==> config.mk <==
export PLATFORM = sky130hd
export DESIGN_NAME = rgb_controller
export DESIGN_NICKNAME = d
export VERILOG_FILES = /design/src/rtl/vga_pkg.sv /design/src/rtl/active_area_check.sv /design/src/rtl/rgb_controller.sv
export SDC_FILE = /design/constraint.sdc
export NUM_CORES = 1
export LEC_CHECK = 0
export ABC_CLOCK_PERIOD_IN_PS = 800
export BUFFER_PORTS_ARGS = -buffer_cell sky130_fd_sc_hd__clkbuf_2
export CAP_MARGIN = 20
export CORE_UTILIZATION = 36
export CTS_CLUSTER_SIZE = 16
export DETAILED_ROUTE_END_ITERATION = 12
export PLACE_DENSITY = 0.82
export SLEW_MARGIN = 20
export SYNTH_ARGS = -nofsm -noshare
export SYNTH_HDL_FRONTEND = slang
export SYNTH_SLANG_ARGS = --single-unit
==> constraint.sdc <==
create_clock -name clk -period 0.8 [get_ports clk]
set_clock_uncertainty 0.1 [all_clocks]
set_input_delay 0.12 -clock clk [delete_from_list [all_inputs] [get_ports clk]]
set_output_delay 0.12 -clock clk [all_outputs]
set_load 0.03 [all_outputs]
==> src/rtl/vga_pkg.sv <==
// Display geometry, colour widths and packed colour type shared between the
// sync generator and the RGB output stage.
package vga_pkg;

  localparam int VGA_H_ACTIVE  = 640;
  localparam int VGA_V_ACTIVE  = 480;
  localparam int COLOUR_W      = 12;
  localparam int CHAN_W        = 4;
  localparam int POS_W         = 10;

  // Field order matches the {R, G, B} packing of colour_data.
  typedef struct packed {
    logic [CHAN_W-1:0] r;
    logic [CHAN_W-1:0] g;
    logic [CHAN_W-1:0] b;
  } rgb_t;

  localparam rgb_t RGB_BLACK = '{r: '0, g: '0, b: '0};

endpackage

==> src/rtl/active_area_check.sv <==
// Decides whether the current pixel position lies inside the visible window.
// Purely combinational; the caller registers the result path.
module active_area_check
  import vga_pkg::*;
#(
  parameter int H_ACTIVE = VGA_H_ACTIVE,
  parameter int V_ACTIVE = VGA_V_ACTIVE
) (
  input  logic             en,
  input  logic [POS_W-1:0] row,
  input  logic [POS_W-1:0] column,
  output logic             visible
);

  // One extra bit so a limit equal to 2**POS_W still compares correctly.
  localparam logic [POS_W:0] H_LIM = (POS_W+1)'(H_ACTIVE);
  localparam logic [POS_W:0] V_LIM = (POS_W+1)'(V_ACTIVE);

  // Visible only inside both active ranges while the sync generator says so.
  always_comb begin
    visible = en && ({1'b0, row} < V_LIM) && ({1'b0, column} < H_LIM);
  end

endmodule

==> src/rtl/rgb_controller.sv <==
// RGB DAC drive stage: passes colour_data through to the DAC pins one clock
// later inside the visible window, and drives black everywhere else.
module rgb_controller
  import vga_pkg::*;
#(
  parameter int H_ACTIVE = VGA_H_ACTIVE,
  parameter int V_ACTIVE = VGA_V_ACTIVE
) (
  input  logic                clk,
  input  logic                rst,
  input  logic                en,
  input  logic [POS_W-1:0]    row,
  input  logic [POS_W-1:0]    column,
  input  logic [COLOUR_W-1:0] colour_data,
  output logic [CHAN_W-1:0]   r,
  output logic [CHAN_W-1:0]   g,
  output logic [CHAN_W-1:0]   b
);

  logic visible;
  rgb_t pix_d;
  rgb_t pix_q;

  active_area_check #(
    .H_ACTIVE (H_ACTIVE),
    .V_ACTIVE (V_ACTIVE)
  ) u_active_area_check (
    .en      (en),
    .row     (row),
    .column  (column),
    .visible (visible)
  );

  // Select the incoming colour or blanking for the next pixel.
  always_comb begin
    pix_d = RGB_BLACK;
    if (visible) begin
      pix_d = rgb_t'(colour_data);
    end
  end

  // All three channels share one register so they always change together.
  always_ff @(posedge clk) begin
    if (rst) begin
      pix_q <= RGB_BLACK;
    end else begin
      pix_q <= pix_d;
    end
  end

  assign r = pix_q.r;
  assign g = pix_q.g;
  assign b = pix_q.b;

endmodule

==> impl_metrics.json, run 1 <==
{
  "run_status": "finished with violations",
  "violations": "hold timing, setup timing",
  "initial_utilization_pct": 40.3,
  "grt_setup_unrepaired": "true",
  "row_count": 13,
  "drcViolationCount": 0,
  "post_dp_cell_area_um2": 713,
  "worstSetupStartpoint": "r[0]",
  "layout.nets": 114,
  "yosys.area_share.simple_pct": 48.0,
  "worst_pin_slew_ns": 0.233,
  "ys_types": 9,
  "crit_end": "r[0]",
  "yosys.area.top_type": "sky130_fd_sc_hd__dfxtp_1",
  "multiInputGateArea_um2": 269,
  "synth.area.top_cells": "sky130_fd_sc_hd__dfxtp_1 (44%), sky130_fd_sc_hd__nand4bb_1 (25%), sky130_fd_sc_hd__nor3_2 (20%)",
  "vias_per_cell": 5.20,
  "synth.ff_latch_count": 12,
  "globalRouteOverflowTotal": 0,
  "cp_cell_sequence": "buf_8",
  "slowest_delay_ns": 0.34,
  "post_route_cells_drive_above_1_share_pct": 81.8,
  "synth_xor_xnor_area_share_pct": 0,
  "regArea_um2": 255,
  "grtUsageTotal_pct": 17.3,
  "crit_buf_inv": 1,
  "syn_area_um2": 544,
  "fin_worst_hold_slack_ns": -0.000591,
  "pre_cts_ws_ns": -0.108,
  "tritoncts": "built",
  "clock_sinks": 12,
  "power_switching_uw": 288,
  "sw_share_pct": 24.3,
  "route.vias.total": 478,
  "crit_family": "flip-flops",
  "ant_nets": 0,
  "ratio_of_total_power_to_cell_area_nw_per_um2": 1360,
  "clk_pwr_share_pct": 30.0,
  "power_frac_comb_pct": 17.7,
  "die-area_um2": 1670,
  "rd_place_congestion": 0.697,
  "irDropWorstVdd_mv": 0.707,
  "setup.worst_path.end_class": "output pin",
  "n_fill_cell": 111,
  "max_cap_viol_count": 0,
  "finalHoldViolations": 1,
  "synth_seq_area_share_pct": 44.1,
  "fin_crit_ns": 0.943,
  "ctsRootBufferMaster": "sky130_fd_sc_hd__clkbuf_4",
  "postSynthNetCount": 78,
  "wirelength_um": 1180,
  "cts_made_buffers": 3,
  "dieWidth_um": 40.9,
  "drt_iter0_drc": 2,
  "clock_path_buffers": 2,
  "timing.critical_path.slowest_stage_cell": "sky130_fd_sc_hd__dfxtp_2",
  "crit_type": "reg -> out",
  "drt_pass1_iterations": 4,
  "design.core.area_um2": 1350,
  "fmax_mhz": 1060,
  "grt_first_pass_wirelength_um": 1790,
  "postCtsSetupBuffers": 0,
  "quantity_of_i_o_buffers_inserted_on_ports": 34,
  "io_pins": 47,
  "most-common-layout-cells": "sky130_fd_sc_hd__clkbuf_2 (22), sky130_fd_sc_hd__nand4bb_1 (12), sky130_fd_sc_hd__dfxtp_2 (12), sky130_fd_sc_hd__buf_8 (12), sky130_fd_sc_hd__nor3_2 (11)",
  "pin_count_of_the_biggest_net_entering_global_routing": 13,
  "worstSetupStartpointType": "flip-flop",
  "path_max_fanout": 1,
  "final.setup.tns_ns": -1.60,
  "synth_warnings": 0,
  "synth-compound-area-share_pct": 1.38,
  "report.final.slew_viol_count": 0,
  "flow.area_growth_from_synthesis_pct": 60.0,
  "die_height_um": 40.9,
  "min-delay-path-class": "in -> reg",
  "layout_worst_path_cycle_share_pct": 118,
  "number_of_cells_on_the_critical_path": 1,
  "post-route-cell-area_um2": 871,
  "finish.utilization_pct": 64.5,
  "place.detailed.hpwl_um": 810,
  "final.setup.worst_slack_ns": -0.143,
  "pwr-share-seq_pct": 52.3,
  "synth_mux_area_share_pct": 0,
  "power.leakage_nw": 0.383,
  "setup_viol": 12,
  "clk_transition_reported_paths_ns": 0.07,
  "post_synth.cell_area_avg_um2": 12.7,
  "worstPathArrival_ns": 0.72,
  "worst_slew_margin_rel_pct": 84.4,
  "syn_inst": 43,
  "final_common_cell": "sky130_fd_sc_hd__clkbuf_2",
  "internal_power_uw": 897,
  "critPathRequiredTime_ns": 0.58,
  "post-synth-top-area-fraction_pct": 44.1,
  "wire_per_inst_um": 12.8,
  "htree_levels": 1,
  "synthAdderAreaFrac_pct": 0,
  "num_antenna_cells": 0,
  "number_of_antenna_violations_at_the_first_check_in_global_routing": 0,
  "largest_family_of_logic_cells_by_synthesized_area": "simple AND/OR/NAND/NOR gates",
  "grt_pass1_vias": 410
}
worst min-delay path: stages:
cell and delay (ns):
sky130_fd_sc_hd__clkbuf_2 0.08, sky130_fd_sc_hd__nand4bb_1 0.10, sky130_fd_sc_hd__nor3_2 0.04
flip-flops by register name, summed over array words and instances, names as in the netlist:
signal	count
b	4
r	4
g	4
synthesized netlist by cell type:
cell type / number
sky130_fd_sc_hd__dfxtp_1: 12
sky130_fd_sc_hd__nand4bb_1: 12
sky130_fd_sc_hd__nor3_2: 11
sky130_fd_sc_hd__buf_6: 2
sky130_fd_sc_hd__clkbuf_1: 2
sky130_fd_sc_hd__and4_4: 1
sky130_fd_sc_hd__buf_2: 1
sky130_fd_sc_hd__nor3_1: 1
sky130_fd_sc_hd__o21a_1: 1
worst min-delay path by stage:
stage | start | endpoint | slack [ns] | cells after the start
after floorplan | colour_data[5] | g[1] | 0.18 | 2
after global placement | colour_data[5] | g[1] | 0.27 | 3
after detailed placement | colour_data[8] | r[0] | 0.29 | 3
after CTS | colour_data[8] | r[0] | -0.005 | 3
after global routing | colour_data[6] | g[2] | -0.01 | 3
final | colour_data[7] | g[3] | -0.0006 | 3
final cells by class:
type / instances / share of cell area (%)
Timing Repair Buffer: 36 / 35.1
Clock buffer: 3 / 2.59
Multi-Input combinational cell: 26 / 30.9
Tap cell: 15 / 2.16
Sequential cell: 12 / 29.3
logic make-up after synthesis:
group                  count (synthesis)
DFF                                   12
and+or+nand+nor                       25
buffers and inverters                  5
AOI/OAI and AO/OA                      1
power groups by stage:
stage               Sequential [mW]  Clock, mW  Combinational (mW)
floorplan                     0.652          0              0.0863
CTS                           0.616      0.368               0.206
global route                  0.620      0.410               0.226
detailed placement            0.626          0               0.187
global placement              0.626          0               0.184
finish                        0.619      0.355               0.210
per-layer routing:
metal / GRT usage, % / up-vias / wire (µm)
li1: - / 232 / -
met1: 21.3 / 214 / 518
met2: 24.2 / 30 / 547
met3: 6.52 / 2 / 102
met4: 12.5 / 0 / 10
met5: 0 / - / 0
per-stage QoR:
step                      total power [mW]  hold slack, ns  cells
after floorplan                      0.738           0.177     43
after global placement               0.810           0.272     89
after detailed placement             0.813           0.287     89
after CTS                             1.19        -0.00537     92
after global routing                  1.26         -0.0133     92
final                                 1.18       -0.000591     92
timing repair:
action                     CTS  global route
hold endpoints to repair     5             3
setup endpoints to repair   12            12
gates resized for setup     34            14
Note: power is estimated with default switching activity, not from simulation.
==> run 2: changes to the inputs <==
--- a/config.mk
+++ b/config.mk
@@ -5,14 +5,15 @@
 export SDC_FILE = /design/constraint.sdc
 export NUM_CORES = 1
 export LEC_CHECK = 0
-export ABC_CLOCK_PERIOD_IN_PS = 800
+export ABC_CLOCK_PERIOD_IN_PS = 1200
 export BUFFER_PORTS_ARGS = -buffer_cell sky130_fd_sc_hd__clkbuf_2
 export CAP_MARGIN = 20
-export CORE_UTILIZATION = 36
+export CORE_UTILIZATION = 38
 export CTS_CLUSTER_SIZE = 16
 export DETAILED_ROUTE_END_ITERATION = 12
-export PLACE_DENSITY = 0.82
+export PLACE_DENSITY = 0.85
 export SLEW_MARGIN = 20
 export SYNTH_ARGS = -nofsm -noshare
 export SYNTH_HDL_FRONTEND = slang
 export SYNTH_SLANG_ARGS = --single-unit
+export TNS_END_PERCENT = 20
==> constraint.sdc (replaced) <==
create_clock -name clk -period 1.2 [get_ports clk]
set_clock_uncertainty 0.1 [all_clocks]
set_input_delay 0.18 -clock clk [delete_from_list [all_inputs] [get_ports clk]]
set_output_delay 0.18 -clock clk [all_outputs]
set_load 0.03 [all_outputs]
==> run 2 against run 1 <==
Compared with the run above:
- the flow now finishes without violations
- final cell count shrank 1.1%
- global-route usage shrank 0.62 points
- non-clock buffer count shrank 1
- critical path type unchanged
- core utilization shrank 8.3 points
- worst hold slack gained 0.067 ns
- sequential share of layout area grew 3.1 points
==> impl_metrics.json, run 2 (same netlist as run 1, synthesis figures left out) <==
{
  "run_status": "complete, no violations",
  "cp_cell_sequence": "clkbuf_2",
  "drt_pass1_iterations": 3,
  "route.vias.total": 472,
  "tritoncts": "built",
  "final.setup.tns_ns": 0,
  "slowest_delay_ns": 0.31,
  "clock_sinks": 12,
  "clk_pwr_share_pct": 30.1,
  "post_dp_cell_area_um2": 718,
  "sw_share_pct": 24.0,
  "row_count": 13,
  "die-area_um2": 1590,
  "worst_pin_slew_ns": 0.236,
  "power_switching_uw": 184,
  "min-delay-path-class": "in -> reg",
  "fin_crit_ns": 1.05,
  "crit_buf_inv": 1,
  "globalRouteOverflowTotal": 0,
  "grt_setup_unrepaired": "false",
  "worstSetupStartpointType": "flip-flop",
  "vias_per_cell": 5.19,
  "finish.utilization_pct": 56.2,
  "ant_nets": 0,
  "post-route-cell-area_um2": 741,
  "dp_cells": 88,
  "layout_worst_path_cycle_share_pct": 87.3,
  "final_cell_count_no_fill": 91,
  "grt_first_pass_wirelength_um": 1730,
  "drt_iter0_drc": 8,
  "power_frac_comb_pct": 16.7,
  "post-layout-total-power_uw": 767,
  "regArea_um2": 240,
  "layout.nets": 113,
  "wirelength_um": 1100,
  "finalHoldViolations": 0,
  "design.core.area_um2": 1320,
  "fin_worst_hold_slack_ns": 0.0660,
  "clock_path_buffers": 2,
  "timing.critical_path.slowest_stage_cell": "sky130_fd_sc_hd__dfxtp_1",
  "power.leakage_nw": 0.345,
  "die_height_um": 39.8,
  "critPathRequiredTime_ns": 0.92,
  "pwr-share-seq_pct": 53.2,
  "htree_levels": 1,
  "flow.area_growth_from_synthesis_pct": 36.1,
  "crit_type": "reg -> out",
  "final_common_cell": "sky130_fd_sc_hd__clkbuf_2",
  "grtUsageTotal_pct": 16.7,
  "most-common-layout-cells": "sky130_fd_sc_hd__clkbuf_2 (34), sky130_fd_sc_hd__nand4bb_1 (12), sky130_fd_sc_hd__dfxtp_1 (12), sky130_fd_sc_hd__nor3_2 (11), sky130_fd_sc_hd__clkbuf_4 (3)",
  "quantity_of_i_o_buffers_inserted_on_ports": 34,
  "postCtsSetupBuffers": 0,
  "num_antenna_cells": 0,
  "multiInputGateArea_um2": 269,
  "dieWidth_um": 39.8,
  "worstPathArrival_ns": 0.77,
  "fmax_mhz": 955,
  "irDropWorstVdd_mv": 0.537,
  "setup_viol": 0,
  "initial_utilization_pct": 41.3,
  "pin_count_of_the_biggest_net_entering_global_routing": 13,
  "hold_buffers": 0,
  "path_max_fanout": 1,
  "drcViolationCount": 0,
  "crit_family": "flip-flops",
  "number_of_antenna_violations_at_the_first_check_in_global_routing": 0,
  "worst_slew_margin_rel_pct": 84.2,
  "n_fill_cell": 126,
  "grt_pass1_vias": 428,
  "ratio_of_total_power_to_cell_area_nw_per_um2": 1040,
  "cts_made_buffers": 3,
  "report.final.slew_viol_count": 0,
  "wire_per_inst_um": 12.1,
  "internal_power_uw": 583,
  "post_route_cells_drive_above_1_share_pct": 65.8,
  "rd_place_congestion": 0.677,
  "final.setup.worst_slack_ns": 0.152,
  "max_cap_viol_count": 0,
  "ctsRootBufferMaster": "sky130_fd_sc_hd__clkbuf_4",
  "io_pins": 47,
  "setup.worst_path.end_class": "output pin",
  "post_cts_resized": 0,
  "clk_transition_reported_paths_ns": 0.07,
  "pre_cts_ws_ns": 0.217
}
run 2: cell types whose count changed in the layout (fill, tap and decap cells not counted):
| cell | previous run | this run |
|---|---|---|
| sky130_fd_sc_hd__buf_4 | 2 | 0 |
| sky130_fd_sc_hd__clkbuf_2 | 22 | 34 |
| sky130_fd_sc_hd__buf_12 | 0 | 1 |
| sky130_fd_sc_hd__dfxtp_2 | 12 | 0 |
| sky130_fd_sc_hd__dfxtp_1 | 0 | 12 |
| sky130_fd_sc_hd__buf_8 | 12 | 0 |
run 2: path summary, 6_finish.rpt:
path / from / end / depth (start not counted)
worst max-delay path: b[3] / b[3] / 1
worst min-delay path: colour_data[5] / g[1] / 3
run 2: area by class of cell:
cell class                      count  share of cell area, %
Multi-Input combinational cell     26                   36.3
Sequential cell                    12                   32.4
Timing Repair Buffer               35                   25.7
Clock buffer                        3                   3.04
Tap cell                           15                   2.53
run 2: power by group through the flow:
stage	combinational, mW	sequential (mW)	clock (mW)
6_report	0.128	0.408	0.231
5_1_grt	0.139	0.409	0.268
4_1_cts	0.129	0.408	0.243
3_5_place_dp	0.129	0.417	0
3_3_place_gp	0.127	0.417	0
2_1_floorplan	0.0575	0.434	0
run 2: layer usage:
metal,share of wire [%],up-vias,track usage [%]
li1,-,232,-
met1,41,213,19.9
met2,49,27,25.0
met3,9.4,0,5.68
met4,0,0,10.3
met5,0,-,0
